--- src/rtl/game_pkg.sv ---
// game_pkg: board geometry, default mine counts, level and defuse FSM encodings.
package game_pkg;
    localparam int SIZE_EASY = 8;
    localparam int SIZE_MEDIUM = 10;
    localparam int SIZE_HARD = 16;
    localparam int MINES_EASY_DEF = 10;
    localparam int MINES_MEDIUM_DEF = 20;
    localparam int MINES_HARD_DEF = 40;
    typedef enum logic [1:0] {LVL_NONE, LVL_EASY, LVL_MEDIUM, LVL_HARD} level_t;
    typedef enum logic {IDLE, CLEAR} defuse_state_t;
    function automatic logic [4:0] board_size(input logic [1:0] l);
        return l == LVL_EASY ? 5'(SIZE_EASY) : l == LVL_MEDIUM ? 5'(SIZE_MEDIUM) :
               l == LVL_HARD ? 5'(SIZE_HARD) : 5'd0;
    endfunction
endpackage

--- src/rtl/defuse_ctl.sv ---
// defuse_ctl: per-level flag arrays with row-sweep clear and a flags-left counter.
// DEFUSE_LIMIT_EN: when defined, flag placement is refused once no flags remain.
module defuse_ctl
    import game_pkg::*;
#(
    parameter int MINES_EASY = MINES_EASY_DEF,
    parameter int MINES_MEDIUM = MINES_MEDIUM_DEF,
    parameter int MINES_HARD = MINES_HARD_DEF
) (
    input  logic              clk,
    input  logic              rst,
    input  logic [1:0]        level,
    input  logic              new_game,
    input  logic              click_valid,
    input  logic [3:0]        click_x,
    input  logic [3:0]        click_y,
    input  logic              click_revealed,
    output logic              busy,
    output logic [6:0]        flags_left,
    output logic [7:0][7:0]   defuse_arr_easy,
    output logic [9:0][9:0]   defuse_arr_medium,
    output logic [15:0][15:0] defuse_arr_hard
);
    defuse_state_t state;
    logic [3:0] row;
    logic [4:0] size;
    logic [6:0] mines;
    logic cur, in_range, limit_ok, accept;

    function automatic logic [6:0] mines_for(input logic [1:0] l);
        return l == LVL_EASY ? 7'(MINES_EASY) : l == LVL_MEDIUM ? 7'(MINES_MEDIUM) :
               l == LVL_HARD ? 7'(MINES_HARD) : 7'd0;
    endfunction

    always_comb begin
        size = board_size(level);
        mines = mines_for(level);
        // level NONE has size 0, so no coordinate is ever in range
        in_range = ({1'b0, click_x} < size) && ({1'b0, click_y} < size);
        cur = level == LVL_EASY ? defuse_arr_easy[click_x[2:0]][click_y[2:0]] :
              level == LVL_MEDIUM ? defuse_arr_medium[click_x][click_y] :
              defuse_arr_hard[click_x][click_y];
`ifdef DEFUSE_LIMIT_EN
        limit_ok = cur || flags_left != 7'd0;
`else
        limit_ok = 1'b1;
`endif
        accept = click_valid && !new_game && state == IDLE && !click_revealed && in_range && limit_ok;
    end

    always_ff @(posedge clk) begin
        if (rst) begin
            state <= IDLE;
            row <= '0;
            busy <= 1'b0;
            flags_left <= '0;
            defuse_arr_easy <= '0;
            defuse_arr_medium <= '0;
            defuse_arr_hard <= '0;
        end else if (new_game) begin
            state <= CLEAR;
            row <= '0;
            busy <= 1'b1;
            flags_left <= mines;
        end else if (state == CLEAR) begin
            if (row < 4'(SIZE_EASY)) defuse_arr_easy[row[2:0]] <= '0;
            if (row < 4'(SIZE_MEDIUM)) defuse_arr_medium[row] <= '0;
            defuse_arr_hard[row] <= '0;
            row <= row + 4'd1;
            if (row == 4'(SIZE_HARD - 1)) begin
                state <= IDLE;
                busy <= 1'b0;
            end
        end else if (accept) begin
            if (level == LVL_EASY) defuse_arr_easy[click_x[2:0]][click_y[2:0]] <= !cur;
            if (level == LVL_MEDIUM) defuse_arr_medium[click_x][click_y] <= !cur;
            if (level == LVL_HARD) defuse_arr_hard[click_x][click_y] <= !cur;
            flags_left <= !cur ? (flags_left == 7'd0 ? 7'd0 : flags_left - 7'd1) :
                          (flags_left >= mines ? mines : flags_left + 7'd1);
        end
    end
endmodule

--- config.mk ---
export PLATFORM = sky130hd
export DESIGN_NAME = defuse_ctl
export DESIGN_NICKNAME = d
export VERILOG_FILES = /design/src/rtl/game_pkg.sv /design/src/rtl/defuse_ctl.sv
export SDC_FILE = /design/constraint.sdc
export NUM_CORES = 1
export LEC_CHECK = 0
export CAP_MARGIN = 10
export CORE_MARGIN = 3
export CORE_UTILIZATION = 40
export CTS_BUF_LIST = sky130_fd_sc_hd__clkbuf_2
export DETAILED_ROUTE_END_ITERATION = 7
export PLACE_DENSITY_LB_ADDON = 0.1
export REMOVE_ABC_BUFFERS = 1
export SYNTH_ARGS = -nofsm -noshare
export SYNTH_HDL_FRONTEND = slang
export SYNTH_SLANG_ARGS = --single-unit
--- constraint.sdc ---
create_clock -name clk -period 6.97 [get_ports clk]
set_input_delay 1.0455 -clock clk [delete_from_list [all_inputs] [get_ports clk]]
set_output_delay 1.0455 -clock clk [all_outputs]
set_load 0.03 [all_outputs]
Yosys cells after proc, flatten, opt, wreduce, memory -nomap -nowiden
Index checks and enable logic that the tools add are counted.

Add/subtract/negate cells: 3. Order comparisons: 17. Equality and inequality tests: 7. Multiplexer cells: 62. Bitwise operators: 8. Reduce and logical (&&, ||, !) cells: 28.

Operators with widths (count): 2-to-1 mux 256 bit (3); 2-to-1 mux 100 bit (4); AND 256 bit (1); bitwise mux 256 bit (1); 2-to-1 mux 64 bit (4); inverter 256 bit (1); demux 16 bit (select 4 bit) (2); AND 100 bit (1); bitwise mux 100 bit (1); inverter 100 bit (1); demux 10 bit (select 4 bit) (2); AND 64 bit (1); binary-select mux 16 bit (select 4 bit) (1); bitwise mux 64 bit (1); inverter 64 bit (1); demux 8 bit (select 3 bit) (2); 2-to-1 mux 16 bit (3); 2-to-1 mux 7 bit (6); binary-select mux 10 bit (select 4 bit) (1); 2-to-1 mux 10 bit (3); binary-select mux 8 bit (select 3 bit) (1); 2-to-1 mux 8 bit (3); 2-to-1 mux 6 bit (3); < comparator 4 x 5 -> 1 bit (second input constant) (3); other kinds (29) (75).

Register bits: 433. Bits of input ports: 15. Output and inout port bits: 428. Logic and storage cells: 163.

Depth between registers and ports, before layout
Gate-level depths: netlist of run 1.

Word-level depth: 11. Depth in mapped cells: 17.

Least setup slack after synthesis of run 1
Ideal clock, no wire load.

Kind: in2reg. From: input click_x[0]. To: register defuse_arr_easy[42] (netlist bit). Arrival: 3.939 ns. Setup slack: 2.944 ns. Stages on the path: 13. Cells stage by stage: buf_2 > buf_6 > buf_6 > buf_2 > mux4_2 > mux4_2 > nand2_1 > nand2_1 > o211ai_4 > nand3_4 > buf_4 > buf_6 > o31ai_1.

Cells in the longest elaborated chain, start to end: 11. Elaborated cells on any way between the ends: 29.

Ends and longest elaborated chain: start, declared (RTL line defuse_ctl.sv:15) `input logic [3:0] click_x,`; binary-select mux 16 bit (select 4 bit) / binary-select mux 10 bit (select 4 bit) (equally long branches) (RTL line defuse_ctl.sv:42, defuse_ctl.sv:41); 2-to-1 mux 16 bit (not written as such) / 2-to-1 mux 10 bit (equally long branches) (RTL line defuse_ctl.sv:42, defuse_ctl.sv:41); binary-select mux 1 bit (select 4 bit), on equally long branches (RTL line defuse_ctl.sv:42, defuse_ctl.sv:41); 2-to-1 mux 1 bit, on equally long branches (RTL line defuse_ctl.sv:42, defuse_ctl.sv:41); 2-to-1 mux 1 bit (RTL line defuse_ctl.sv:41) `level == LVL_MEDIUM ? defuse_arr_medium[click_x][click_y] :`; 2-to-1 mux 1 bit (RTL line defuse_ctl.sv:40) `cur = level == LVL_EASY ? defuse_arr_easy[click_x[2:0]][click_y[2:0]] :`; zero test 1 bit; bitwise mux 64 bit (RTL line defuse_ctl.sv:75) `if (level == LVL_EASY) defuse_arr_easy[click_x[2:0]][click_y[2:0]] <= !cur;`; 2-to-1 mux 64 bit (RTL line defuse_ctl.sv:75); 2-to-1 mux 64 bit (RTL line defuse_ctl.sv:74) `end else if (accept) begin`; 2-to-1 mux 64 bit (RTL line defuse_ctl.sv:65) `end else if (state == CLEAR) begin`; end signal, assigned by index (RTL line defuse_ctl.sv:75); end, declared (RTL line defuse_ctl.sv:20) `output logic [7:0][7:0] defuse_arr_easy,`.

Several ways; a longest one is shown, not always the timed one. The select of a mux whose other input is x is not followed. A chain may end at the register's enable or synchronous reset.

Worst setup path after layout of run 1
From: input click_x[2]. To: register defuse_arr_medium[34] (netlist bit).

Cells in the longest elaborated chain, start to end: 11. Elaborated cells on any way between the ends: 29.

Ends and longest elaborated chain: binary-select mux 16 bit (select 4 bit) / binary-select mux 10 bit (select 4 bit) (equally long branches) (RTL line defuse_ctl.sv:42, defuse_ctl.sv:41); 2-to-1 mux 16 bit (not written as such) / 2-to-1 mux 10 bit (equally long branches) (RTL line defuse_ctl.sv:42, defuse_ctl.sv:41); binary-select mux 1 bit (select 4 bit), on equally long branches (RTL line defuse_ctl.sv:42, defuse_ctl.sv:41); 2-to-1 mux 1 bit, on equally long branches (RTL line defuse_ctl.sv:42, defuse_ctl.sv:41); 2-to-1 mux 1 bit (RTL line defuse_ctl.sv:41); 2-to-1 mux 1 bit (RTL line defuse_ctl.sv:40); zero test 1 bit; bitwise mux 100 bit (RTL line defuse_ctl.sv:76) `if (level == LVL_MEDIUM) defuse_arr_medium[click_x][click_y] <= !cur;`; 2-to-1 mux 100 bit (RTL line defuse_ctl.sv:76); 2-to-1 mux 100 bit (RTL line defuse_ctl.sv:74); 2-to-1 mux 100 bit (RTL line defuse_ctl.sv:65); end signal, assigned by index (RTL line defuse_ctl.sv:76); end, declared (RTL line defuse_ctl.sv:21) `output logic [9:0][9:0] defuse_arr_medium,`.

Several ways; a longest one is shown, not always the timed one. The select of a mux whose other input is x is not followed.

==> results.md, run 1 <==
- Status: finished clean
- Mapped Cells: 2825
- R2R setup slack: 2.78 ns
- Worst Hold Path EP: defuse_arr_easy[27]$_SDFFE_PP0P_
- Relative slew slack: 0.115
- Final Cell Area: 0.0289 mm²
- Startpoint Class: input port
- Initial Util: 0.408
- Setup CP Type: in -> reg
- Worst hold path startpoint: defuse_arr_easy[27]$_SDFFE_PP0P_
- Worst ir drop on vdd: 0.000111 V
- GRT Overall Usage: 0.378
- Largest net degree at the start of global routing: 226
- Number of synthesized flops with an enable pin: 0
- Die Y: 247 µm
- Buffers added on ports: 442
- Hold depth: 2
- Number of post-CTS setup repair buffers: 0
- CTS tree: built
- Syn avg cell area: 8.21 µm²
- FF-to-FF Start: defuse_arr_medium[92]$_SDFFE_PP0P_
- Die Width: 247 µm
- Crit. End Element: register
- Power share of the sequential group: 0.489
- Via-per-instance ratio: 6.70
- Fin. Hold Viols: 0
- Worst R2R Path Depth: 10
- Vias in the first global route: 25000
- DP Area: 0.0279 mm²
- Min-Delay Path Class: reg -> reg
- Power Internal: 3400 µW
- Num ports: 443
- H-tree depth: 3
- GR Overflow Total: 0
- Final period utilization: 0.691
- NetSw: 1810 µW
- GPL Wtd Cong: 0.919
- Core ar.: 0.0568 mm²
- Sw Ratio: 0.348
- Most common cell after layout, fill and taps aside: o21ai_0
- Clk pin slew, worst setup/hold paths: 0.11 ns
- Measured slew at the worst slew-check pin: 1.33 ns
- Post-route insts no fill: 3992
- Top FF cell, synth: dfxtp_1
- Crit-path max FO: 100
- Mapped cell area: 0.0232 mm²
- R2r endpoint: defuse_arr_medium[34]$_SDFFE_PP0P_
- Final setup viols: 0
- Die area: 0.0609 mm²
- Setup TNS: 0 ns
- Fin crit period: 4.82 ns
- Yosys warnings: 0
- Unique masters post-synth: 65
- Clock root cell: clkbuf_2
- DRT antenna net count: 0
- Fmax: 207 MHz
- CTS Buf Count: 118
- Register bit total from synthesis: 433
- Leak pwr: 0.00929 µW
- Fin util: 0.508
- Clk_skew: 0.127 ns
- Area Overhead vs Synth: 24.6%
- Clock power share: 0.353
- Share of layout cells above drive strength 1: 0.113
- Total Wirelength: 120000 µm
- Clock latency on the worst-skew pair: 1.22 ns
- Final #Nets: 3180
- Most frequent cells in the layout: 591 x o21ai_0, 438 x clkdlybuf4s50_1, 432 x dfxtp_1
- Placed insts: 3784
- DR pass1 iterations: 6
- Setup crit start: click_x[2]
- Max Buffers Root-to-Sink: 3
- Via count: 26800
- Wire per inst: 30.0 µm
- Ratio of total power to cell area: 180 mW/mm²
- Max Cap Violations: 0
- Worst Path Arrival: 5.80 ns
- Initial antenna violation count: 4
- RSZ-0062 raised after global routing: no
- Sequential share of the synthesized area: 0.374
- DRC violations left: 0
- Async S/R FF share, synth: 0
- Row count: 87
- Global-route wire length before repair: 172000 µm
- DP HPWL: 82500 µm
- CTS resizes: 0
- Max Slew Vio Count: 0
- Hold_buf cts: 0
- Required @ worst endpoint: 7.95 ns
- Initial drt markers: 3971
- # clock sinks: 433
- Combinational Power Share: 0.157
[worst max path at each step]
| stage | slack (ns) | endpoint | cells after the start |
|---|---|---|---|
| 2_1_floorplan | -3.37 | defuse_arr_hard[241]$_SDFFE_PP0P_ | 4 |
| 3_3_place_gp | 1.11 | defuse_arr_hard[72]$_SDFFE_PP0P_ | 11 |
| 3_5_place_dp | 1.23 | defuse_arr_medium[49]$_SDFFE_PP0P_ | 11 |
| 4_1_cts | 2.45 | defuse_arr_medium[36]$_SDFFE_PP0P_ | 11 |
| 5_1_grt | 2.12 | defuse_arr_easy[14]$_SDFFE_PP0P_ | 11 |
| 6_report | 2.15 | defuse_arr_medium[34]$_SDFFE_PP0P_ | 11 |
[cell type report]
cell class | instances | area, µm²
antenna | 1 | 2.50
clock buffer | 182 | 911
clock inverter | 23 | 103
fill | 5556 | 27900
inverter | 19 | 78.8
multi-input combinational | 2079 | 13200
sequential | 433 | 8670
tap | 756 | 946
timing repair buffer | 499 | 4930
[worst max-delay path, cell delays in order]
cell	delay (ns)
buf_2	0.29
buf_4	0.52
nor2b_1	0.84
a221oi_1	0.33
or4_1	0.48
o311a_1	0.15
a41oi_2	0.48
o21ai_4	0.25
nand4_4	0.15
buf_4	0.89
o21ai_0	0.27
[power by group through the flow]
stage,sequential (µW),clock (µW),combinational (µW)
final,2550,1840,821
after global routing,2560,1970,847
after CTS,2550,1840,791
after detailed placement,2610,0,787
after global placement,2610,0,782
after floorplan,2660,0,352
[metrics by stage]
stage                     hold WS [ns]  setup slack [ns]  total power (µW)
final                            0.500              2.15              5210
after global routing             0.530              2.12              5380
after CTS                        0.499              2.45              5180
after detailed placement         0.482              1.23              3390
after global placement           0.474              1.11              3390
after floorplan                  0.575             -3.37              3010
[flip-flops by register name (all words and copies together), names as in the netlist]
register,count
defuse_arr_hard,256
defuse_arr_medium,100
defuse_arr_easy,64
flags_left,7
row,4
busy,1
state,1
[cell families after synthesis]
family,share of synthesized area
buf+inv,0.0564
fa+ha+maj,0.00809
simple gates,0.121
compound gates,0.332
flops,0.374
xor+xnor,0.00415
mux,0.105
[layer usage]
layer / GRT usage / routed length [µm] / up-vias
li1: - / - / 11300
met1: 0.504 / 46800 / 13000
met2: 0.570 / 52200 / 2055
met3: 0.104 / 14900 / 382
met4: 0.168 / 5900 / 6
met5: 0 / 39 / -
[synthesized netlist by cell type, types with 8 or more instances]
master / instances / area, µm²
a211oi_1: 11 / 82.6
a21oi_1: 157 / 786
a22oi_1: 20 / 150
a31oi_1: 30 / 188
and2_1: 12 / 75.1
buf_1: 24 / 90.1
buf_2: 16 / 80.1
buf_4: 8 / 60.1
buf_6: 11 / 124
clkbuf_1: 235 / 882
dfxtp_1: 433 / 8670
ha_1: 15 / 188
inv_1: 19 / 71.3
mux2_2: 14 / 158
mux2i_1: 77 / 771
mux4_2: 66 / 1490
nand2_1: 169 / 634
nand2b_1: 16 / 100
nand3_1: 89 / 445
nor2_1: 252 / 946
nor2b_1: 17 / 106
nor3_1: 16 / 80.1
o211ai_1: 292 / 2190
o21ai_0: 591 / 2960
o22ai_1: 8 / 50.1
o311ai_0: 26 / 228
o31ai_1: 91 / 683
or2_2: 17 / 106
or3_1: 16 / 100
(Power assumes the default switching activity.)
==> inputs of run 2 (changes only) <==
==> constraint.sdc (replaced) <==
create_clock -name clk -period 4.1 [get_ports clk]
set_input_delay 0.615 -clock clk [delete_from_list [all_inputs] [get_ports clk]]
set_output_delay 0.615 -clock clk [all_outputs]
set_load 0.03 [all_outputs]
==> results.md, run 2 (synthesized netlist as in run 1, its figures left out) <==
- Buffers added on ports: 442
- Fmax: 293 MHz
- Measured slew at the worst slew-check pin: 1.29 ns
- Initial Util: 0.408
- Min-Delay Path Class: in -> reg
- Worst R2R Path Depth: 11
- Core ar.: 0.0568 mm²
- Crit-path max FO: 45
- Worst Slack Setup Final: 0.686 ns
- Number of post-CTS setup repair buffers: 0
- Worst ir drop on vdd: 0.000174 V
- Via count: 26800
- Footprint of the multi-input gates: 0.0132 mm²
- Die area: 0.0609 mm²
- Die Y: 247 µm
- # clock sinks: 433
- DP HPWL: 85300 µm
- CTS tree: built
- Initial drt markers: 3915
- Max Slew Vio Count: 0
- Largest Register: defuse_arr_hard
- DRT antenna net count: 0
- Final #Nets: 3263
- GR Overflow Total: 0
- Dpl ws: -0.0249 ns
- Hold_buf cts: 0
- DR pass1 iterations: 6
- Status: finished clean
- R2r endpoint: defuse_arr_hard[45]$_SDFFE_PP0P_
- Relative slew slack: 0.140
- Max Buffers Root-to-Sink: 3
- Max Cap Violations: 0
- GPL Wtd Cong: 0.956
- Final setup viols: 0
- Layout fillers: 5455
- Initial antenna violation count: 6
- Share of layout cells above drive strength 1: 0.135
- Hold depth: 5
- WHS: 0.177 ns
- Area Overhead vs Synth: 28.5%
- Final Cell Area: 0.0298 mm²
- Num ports: 443
- Post-route insts no fill: 4083
- DP Area: 0.0287 mm²
- Largest registers: defuse_arr_hard x256, defuse_arr_medium x100, defuse_arr_easy x64
- Clock root cell: clkbuf_2
- Global-route wire length before repair: 172000 µm
- Leak pwr: 0.00982 µW
- Wire per inst: 29.5 µm
- Via-per-instance ratio: 6.57
- Clk_skew: 0.136 ns
- FF-to-FF Start: defuse_arr_medium[82]$_SDFFE_PP0P_
- Clk pin slew, worst setup/hold paths: 0.10 ns
- Worst hold path startpoint: click_x[2]
- Clock latency on the worst-skew pair: 1.24 ns
- FF+latch area: 0.00867 mm²
- Worst Hold Path EP: defuse_arr_easy[25]$_SDFFE_PP0P_
- Fin. Hold Viols: 0
- Final period utilization: 0.833
- Most common cell after layout, fill and taps aside: o21ai_0
- RSZ-0062 raised after global routing: no
- Power Total: 9000 µW
- CTS Buf Count: 117
- Max reg flops: 256
- R2R setup slack: 0.69 ns
- Setup CP Type: reg -> reg
- Largest net degree at the start of global routing: 136
- Startpoint Class: register
- DRC violations left: 0
- CTS resizes: 0
- Ratio of total power to cell area: 302 mW/mm²
- H-tree depth: 3
- GRT Overall Usage: 0.379
- Fin crit period: 3.41 ns
- Die Width: 247 µm
- Crit. End Element: register
- Placed insts: 3870
- Total Wirelength: 120000 µm
- Required @ worst endpoint: 5.10 ns
- Vias in the first global route: 25200
- Row count: 87
- Most frequent cells in the layout: 591 x o21ai_0, 438 x clkdlybuf4s50_1, 432 x dfxtp_1
- Worst Path Arrival: 4.41 ns
-- run 2: cell count changes in the layout (fill, tap and decap cells not counted), moves of 3 or more --
cell      delta
buf_12      +20
buf_4       +67
clkbuf_2     -6
clkinv_1     +4
clkinv_2     +6
diode_2      +3
-- run 2: layer usage --
layer	routed length (µm)	GRT usage
met4	6100	0.178
met5	37	0
met2	52200	0.565
met1	46800	0.499
met3	15200	0.117
-- run 2: worst max-delay path: stages (launching register included) --
cell,delay [ns]
dfxtp_1,0.43
mux2i_1,0.20
o21ai_0,0.42
a31oi_1,0.14
or4_1,0.49
o311a_1,0.15
a41oi_2,0.33
o21ai_4,0.12
buf_4,0.17
nand3_4,0.11
buf_4,0.40
o21ai_0,0.20
-- run 2: worst max path at each step --
| stage | startpoint | endpoint | slack (ns) | depth (start not counted) |
|---|---|---|---|---|
| 6_report | defuse_arr_medium[82]$_SDFFE_PP0P_ | defuse_arr_hard[45]$_SDFFE_PP0P_ | 0.69 | 11 |
| 5_1_grt | defuse_arr_hard[188]$_SDFFE_PP0P_ | defuse_arr_hard[59]$_SDFFE_PP0P_ | 0.67 | 12 |
| 4_1_cts | defuse_arr_medium[82]$_SDFFE_PP0P_ | defuse_arr_hard[45]$_SDFFE_PP0P_ | 0.79 | 11 |
| 3_5_place_dp | click_x[2] | defuse_arr_hard[123]$_SDFFE_PP0P_ | -0.02 | 13 |
| 3_3_place_gp | click_x[0] | flags_left[5]$_SDFFE_PP0P_ | 0.05 | 11 |
| 2_1_floorplan | state$_SDFF_PP0_ | defuse_arr_hard[241]$_SDFFE_PP0P_ | -6.24 | 4 |
-- run 2: through the flow --
step / util / setup TNS [ns]
global placement: 0.506 / 0
floorplan: - / -2140.72
CTS: 0.524 / 0
global route: 0.524 / 0
detailed placement: 0.506 / -0.204
finish: 0.525 / 0
-- run 2: area by class of cell --
| cell class | instances | share of cell area |
|---|---|---|
| sequential | 433 | 0.291 |
| antenna | 4 | 0.000336 |
| timing repair buffer | 583 | 0.195 |
| multi-input combinational | 2079 | 0.444 |
| clock inverter | 33 | 0.00571 |
| inverter | 19 | 0.00264 |
| tap | 756 | 0.0317 |
| clock buffer | 176 | 0.0296 |
-- run 2: report_power, final --
part           total (µW)  leakage, µW  switching, µW  internal [µW]
clock                3200     0.000823           1980           1210
combinational        1490      0.00551           1060            428
sequential           4320      0.00349           62.6           4250
